<file path="src/rtl/fp_pack_round.sv">
// Floating-point result back end: normalises an unnormalised sign/exponent/mantissa
// one bit per cycle, rounds to nearest-even and packs an IEEE-754 single.
// Special-case flags (zero/inf/NaN) bypass normalisation and produce fixed words.
module fp_pack_round #(
    parameter int          EXP_W     = 10,
    parameter logic [31:0] CANON_NAN = 32'h7FC00000
) (
    input  logic             clk,
    input  logic             rst,
    input  logic             in_valid,
    output logic             in_ready,
    input  logic             in_sign,
    input  logic [EXP_W-1:0] in_exp,
    input  logic [27:0]      in_mant,
    input  logic [1:0]       in_flag,
    output logic             out_valid,
    input  logic             out_ready,
    output logic [31:0]      out_result,
    output logic             out_overflow,
    output logic             out_underflow,
    output logic             out_inexact
);

    // One extra bit so exponent increments/decrements can never wrap.
    localparam int XW = EXP_W + 1;
    localparam logic signed [XW-1:0] EXP_FLUSH = XW'(-32'sd25);
    localparam logic signed [XW-1:0] EXP_ONE   = XW'(32'sd1);
    localparam logic signed [XW-1:0] EXP_MAX   = XW'(32'sd255);

    typedef enum logic [1:0] {
        IDLE  = 2'd0,
        NORM  = 2'd1,
        ROUND = 2'd2,
        DONE  = 2'd3
    } state_t;

    state_t                 state_r, state_nx_s;
    logic                   sign_r, sign_nx_s;
    logic signed [XW-1:0]   exp_r, exp_nx_s;
    logic [27:0]            mant_r, mant_nx_s;
    logic [31:0]            result_r, result_nx_s;
    logic                   ovf_r, ovf_nx_s;
    logic                   unf_r, unf_nx_s;
    logic                   inx_r, inx_nx_s;
    logic                   in_ready_r;
    logic                   out_valid_r;

    logic                   accept_s;
    logic signed [XW-1:0]   in_exp_ext_s;
    logic                   round_up_s;
    logic [27:0]            sum_s;
    logic [27:0]            mant_rnd_s;
    logic signed [XW-1:0]   exp_rnd_s;

    assign accept_s     = in_valid && in_ready_r;
    assign in_exp_ext_s = $signed({in_exp[EXP_W-1], in_exp});

    // Round-to-nearest-even on the normalised mantissa, renormalising a carry-out.
    always_comb begin
        round_up_s = mant_r[2] & (mant_r[1] | mant_r[0] | mant_r[3]);
        sum_s      = mant_r + {24'h000000, round_up_s, 3'b000};
        if (sum_s[27]) begin
            mant_rnd_s = {1'b0, sum_s[27:1]};
            exp_rnd_s  = exp_r + EXP_ONE;
        end else begin
            mant_rnd_s = sum_s;
            exp_rnd_s  = exp_r;
        end
    end

    // Next-state and datapath update for the IDLE/NORM/ROUND/DONE sequence.
    always_comb begin
        state_nx_s  = state_r;
        sign_nx_s   = sign_r;
        exp_nx_s    = exp_r;
        mant_nx_s   = mant_r;
        result_nx_s = result_r;
        ovf_nx_s    = ovf_r;
        unf_nx_s    = unf_r;
        inx_nx_s    = inx_r;
        case (state_r)
            IDLE: begin
                if (accept_s) begin
                    sign_nx_s = in_sign;
                    exp_nx_s  = in_exp_ext_s;
                    mant_nx_s = in_mant;
                    ovf_nx_s  = 1'b0;
                    unf_nx_s  = 1'b0;
                    inx_nx_s  = 1'b0;
                    if ((in_flag != 2'b00) || (in_mant == 28'h0000000)) begin
                        state_nx_s = DONE;
                        case (in_flag)
                            2'b11:   result_nx_s = CANON_NAN;
                            2'b10:   result_nx_s = {in_sign, 8'hFF, 23'h000000};
                            default: result_nx_s = {in_sign, 31'h00000000};
                        endcase
                    end else begin
                        state_nx_s = NORM;
                    end
                end else begin
                    state_nx_s = IDLE;
                end
            end
            NORM: begin
                if (mant_r[27]) begin
                    // Carry out of the core: shift right keeping the sticky bit.
                    mant_nx_s = {1'b0, mant_r[27:2], mant_r[1] | mant_r[0]};
                    exp_nx_s  = exp_r + EXP_ONE;
                end else if (exp_r < EXP_FLUSH) begin
                    // Far below the denormal range: collapse to sticky in one step.
                    mant_nx_s = {27'h0000000, |mant_r};
                    exp_nx_s  = EXP_ONE;
                end else if (exp_r < EXP_ONE) begin
                    // Denormal alignment toward exponent 1.
                    mant_nx_s = {1'b0, mant_r[27:2], mant_r[1] | mant_r[0]};
                    exp_nx_s  = exp_r + EXP_ONE;
                end else if (!mant_r[26] && (exp_r > EXP_ONE)) begin
                    mant_nx_s = {mant_r[26:0], 1'b0};
                    exp_nx_s  = exp_r - EXP_ONE;
                end else begin
                    state_nx_s = ROUND;
                end
            end
            ROUND: begin
                state_nx_s = DONE;
                inx_nx_s   = |mant_r[2:0];
                unf_nx_s   = (|mant_r[2:0]) & ~mant_r[26];
                if (exp_rnd_s >= EXP_MAX) begin
                    result_nx_s = {sign_r, 8'hFF, 23'h000000};
                    ovf_nx_s    = 1'b1;
                end else begin
                    // A denormal that rounds up into bit 26 picks up exponent field 1.
                    result_nx_s = {sign_r, (mant_rnd_s[26] ? exp_rnd_s[7:0] : 8'h00),
                                   mant_rnd_s[25:3]};
                    ovf_nx_s    = 1'b0;
                end
            end
            DONE: begin
                if (out_ready) begin
                    state_nx_s = IDLE;
                end else begin
                    state_nx_s = DONE;
                end
            end
            default: begin
                state_nx_s = IDLE;
            end
        endcase
    end

    // State, datapath and registered handshake/result outputs.
    always_ff @(posedge clk) begin
        if (rst) begin
            state_r     <= IDLE;
            sign_r      <= 1'b0;
            exp_r       <= '0;
            mant_r      <= 28'h0000000;
            result_r    <= 32'h00000000;
            ovf_r       <= 1'b0;
            unf_r       <= 1'b0;
            inx_r       <= 1'b0;
            in_ready_r  <= 1'b1;
            out_valid_r <= 1'b0;
        end else begin
            state_r     <= state_nx_s;
            sign_r      <= sign_nx_s;
            exp_r       <= exp_nx_s;
            mant_r      <= mant_nx_s;
            result_r    <= result_nx_s;
            ovf_r       <= ovf_nx_s;
            unf_r       <= unf_nx_s;
            inx_r       <= inx_nx_s;
            in_ready_r  <= (state_nx_s == IDLE);
            out_valid_r <= (state_nx_s == DONE);
        end
    end

    assign in_ready      = in_ready_r;
    assign out_valid     = out_valid_r;
    assign out_result    = result_r;
    assign out_overflow  = ovf_r;
    assign out_underflow = unf_r;
    assign out_inexact   = inx_r;

endmodule

</file>
<file path="config.mk">
export PLATFORM = sky130hd
export DESIGN_NAME = fp_pack_round
export DESIGN_NICKNAME = d
export VERILOG_FILES = /design/src/rtl/fp_pack_round.sv
export SDC_FILE = /design/constraint.sdc
export NUM_CORES = 1
export LEC_CHECK = 0
export CORE_AREA = 3 3 133 135
export DETAILED_ROUTE_END_ITERATION = 10
export DIE_AREA = 0 0 136 138
export DONT_BUFFER_PORTS = 1
export PLACE_DENSITY = 0.54
export SLEW_MARGIN = 10
export SYNTH_ARGS = -nofsm -noshare
export SYNTH_HDL_FRONTEND = slang
export SYNTH_SLANG_ARGS = --single-unit
</file>
<file path="constraint.sdc">
create_clock -name clk -period 3 [get_ports clk]
set_input_delay 0.6 -clock clk [delete_from_list [all_inputs] [get_ports clk]]
set_output_delay 0.6 -clock clk [all_outputs]
set_load 0.05 [all_outputs]
</file>
==> summary.txt <==
Outcome
  • Outcome: complete, no violations

Logic synthesis
  • Proportion of netlist area held by the largest area contributor: 27.4%
  • Largest cells by area after synthesis: sky130_fd_sc_hd__dfxtp_1, sky130_fd_sc_hd__nor2_1, sky130_fd_sc_hd__a21oi_1, sky130_fd_sc_hd__nor3_1, sky130_fd_sc_hd__a221oi_1
  • Sequential area share after synthesis: 27.4%
  • Netlist Area Pre-Place: 5770 um^2
  • Nets in the synthesized netlist: 835
  • XOR/XNOR Fraction of Synth Area: 2.58%
  • Adder and majority gate portion of the synthesized area: 0.868%
  • Async set-or-reset flop fraction in the synthesized netlist: 0%
  • Number of standard cells after synthesis: 786
  • Dominant combinational cell family by area after synthesis: compound AO/OA/AOI/OAI gates
  • Number of warning messages in the yosys log: 0
  • Post-synth EDFFs: 0
  • Primary FF master, synth: sky130_fd_sc_hd__dfxtp_1
  • Synthesis-stage register bit count: 79
  • Mean cell area of the mapped netlist: 7.34 um^2
  • Cell type contributing the most total cell area after synthesis: sky130_fd_sc_hd__dfxtp_1
  • Complex-gate fraction of the synthesized area: 32.0%
  • Post-synthesis cell type count: 75
  • Simple-gate share of the synthesized area: 28.0%
  • Multiplexer fraction of the synthesized cell area: 1.67%

Critical path
  • Critical-path top delay cell: sky130_fd_sc_hd__or4_4
  • Cell with the most instances on the worst path: sky130_fd_sc_hd__or4_4
  • Worst path cell trace: nand4_2 -> or4_4 -> or4_4 -> a21o_1 -> nand2_1 -> a211o_1 -> a31oi_1
  • Cells on worst reg2reg path: 7
  • Required time worst endpoint: 3.21 ns
  • Worst reg2reg path startpoint: mant_r[19]
  • Max incr delay on CP: 0.60 ns
  • Worst r2r dst: out_result[26]
  • Kind of start point of the critical path: flip-flop
  • Worst endpoint data arrival time: 3.00 ns
  • CP Class: flip-flop to flip-flop
  • Crit Path Max Fanout: 9
  • Endpoint type of the worst setup path: flip-flop
  • Register-to-register path setup slack: 0.21 ns

STA
  • Endpoints failing setup: 0
  • Total count of max-transition violations in the final report: 0
  • Ratio of final minimum period to clock period: 93.1%
  • Max Clock Freq: 358 MHz
  • TNS Setup: 0 ns
  • Final worst-path setup slack: 0.208 ns
  • Post-layout min period: 2.79 ns
  • Count of final hold-check violations: 0
  • Max-slew headroom: 27.4%
  • Final clock skew: 0.0126 ns
  • Slew of the pin with the lowest slew margin: 1.09 ns

Power
  • Leakage power total: 2.19 nW
  • Internal power summed over all cells: 3.55 mW
  • Overall power after layout: 7.34 mW
  • Worst IR Drop VDD: 0.000647 V
  • Pwr per Cell Area: 1120 nW/um^2
  • Clock share of power: 15.9%
  • Net Sw Frac: 51.6%
  • NetSw: 3.79 mW
  • Reg power frac: 27.4%
  • Combinational share of power: 56.8%

CTS
  • Post-CTS setup-driven buffer insertion count: 0
  • CTS clk-pin slew, worst paths: 0.07 ns
  • Max Buffers Root-to-Sink: 2
  • Worst-Skew Late Latency: 0.35 ns
  • CTS root buf: sky130_fd_sc_hd__clkbuf_16
  • Inserted Clock Buffers: 9
  • CTS tree: done
  • Clk sink count: 79
  • H-tree lvl count: 3

Placed design
  • HPWL reported at the end of detailed placement: 15.3 mm
  • Routability Congestion: 0.893
  • Placement Setup Slack: 0.221 ns
  • # port buffers: 0
  • Placed cell count: 986

Cells and area
  • Layout-stage area growth over the synthesis result: 13.2%
  • Seq. cell area: 1580 um^2
  • Share of post-route cells with drive strength above 1: 14.8%
  • Antenna fix cells: 0
  • Layout Nets: 826
  • Post-layout util: 39.4%
  • Most common library cell in the layout ignoring fill and taps: sky130_fd_sc_hd__nor2_1
  • Fillcell total: 1,762
  • Area of the multi-input gates: 3770 um^2
  • Commonest non-fill, non-tap cells in the layout: sky130_fd_sc_hd__nor2_1, sky130_fd_sc_hd__dfxtp_1, sky130_fd_sc_hd__buf_4
  • Number of cells in the finished layout apart from fillers: 1,002

Run
  • Number of maximum-capacitance violations: 0

Global routing
  • Overall track demand over capacity in global routing: 21.4%
  • Global-route wire length before repair: 32.3 mm
  • Most heavily used metal layer in global routing: met2
  • Sum of overflow across all layers after global routing: 0
  • Maximum number of pins on one net before global-route repair: 66
  • Grt met2 use: 30.6%
  • Vias in the first global route: 5,679
  • Met1 usage: 30.3%
  • Routing usage on met3: 7.41%
  • Antenna violations before repair: 0

Worst hold path
  • Number of cells on the worst hold path: 1
  • Min-Delay Startpoint: rst
  • Class of the most critical hold timing path: primary input to flip-flop
  • Worst Hold Endpoint: out_result[22]

Drt
  • Number of vias per cell after detailed routing: 6.25
  • Routed via count: 6,261
  • Detail-routed net length per standard cell: 20.6 um
  • Total wire length after detailed routing: 20.7 mm
  • Initial DRC count: 705
  • Remaining antenna violation count: 0
  • Number of detailed-route iterations in the first pass: 5
  • Number of design rule violations left after detail routing: 0

Die
  • Initial Utilization: 34.8%
  • Die width: 136 um
  • Full die area: 18,800 um^2
  • Site row count: 47
  • Vertical die dimension: 138 um
  • Number of placed I/O pins: 82
  • Placeable Area: 16,600 um^2
-- final cells by class --
type | count | area share, %
sequential | 79 | 24.2
timing repair buffer | 72 | 8.47
clock buffer | 9 | 3.45
multi-input combinational | 605 | 57.8
tap | 220 | 4.22
inverter | 10 | 0.575
clock inverter | 7 | 1.23
-- routing by layer --
metal | vias to the layer above | share of wire [%]
met5 | - | 0
met1 | 2971 | 46
met2 | 278 | 42
li1 | 2987 | -
met4 | 0 | 1.8
met3 | 25 | 10
-- logic make-up after synthesis --
group           count (synthesis)
compound gates                256
xor+xnor                       17
fa+ha+maj                       4
buf+inv                       102
flops                          79
mux                             8
simple gates                  320
-- flip-flops by register name, summed over array words and instances (netlist names) --
| register | flops |
|---|---|
| sign_r | 1 |
| state_r | 2 |
| out_valid | 1 |
| out_result | 32 |
| in_ready | 1 |
| out_overflow | 1 |
| out_underflow | 1 |
| exp_r | 11 |
| mant_r | 28 |
| out_inexact | 1 |
-- how the worst max path moves through the flow --
| stage | start | end | slack (ns) | cells past startpoint |
|---|---|---|---|---|
| 2_1_floorplan | mant_r[2] | out_result[9] | 0.16 | 13 |
| 3_3_place_gp | mant_r[19] | out_result[28] | 0.32 | 7 |
| 3_5_place_dp | mant_r[19] | out_result[25] | 0.22 | 7 |
| 4_1_cts | mant_r[19] | out_result[26] | 0.21 | 7 |
| 5_1_grt | mant_r[4] | out_result[9] | -0.0005 | 10 |
| 6_report | mant_r[19] | out_result[26] | 0.21 | 7 |
-- repair_timing --
action,4_1_cts,5_1_grt
resized for setup,0,1
hold buffers,0,0
endpoints found under the setup margin,0,1
hold endpoints to repair,0,0
-- synth_stat cells (all sizes together), types with 8 or more instances --
master / instances
nand4: 15
xnor2: 10
a211oi: 9
dfxtp: 79
o211ai: 9
nand2: 50
a22o: 10
nand3: 33
o21ai: 33
a311oi: 8
a31oi: 16
clkbuf: 67
o22ai: 8
nor4: 23
a221oi: 30
buf: 25
nor3: 59
inv: 10
nor2: 92
and3: 10
a21oi: 64
-- through the flow --
step | instance area, um^2 | hold slack, ns
finish | 6530 | 0.319
global route | 6530 | 0.306
global placement | 6220 | 0.471
detailed placement | 6220 | 0.476
CTS | 6520 | 0.306
floorplan | 5770 | 0.459
-- worst max-delay path: cells and delay by family (launching register included) --
kind               cells  cell delay, ns
DFF                    1            0.48
and+or+nand+nor        4            1.47
AOI/OAI and AO/OA      3            0.71
-- power by group through the flow --
stage / Combinational [mW] / Sequential, mW / Clock [mW]
6_report: 4.16 / 2.01 / 1.16
2_1_floorplan: 2.98 / 1.84 / 0
3_3_place_gp: 4.02 / 2.01 / 0
3_5_place_dp: 4.06 / 2.03 / 0
4_1_cts: 4.08 / 2.01 / 1.18
5_1_grt: 4.54 / 2.06 / 1.21
Note: power is estimated with default switching activity, not from simulation.
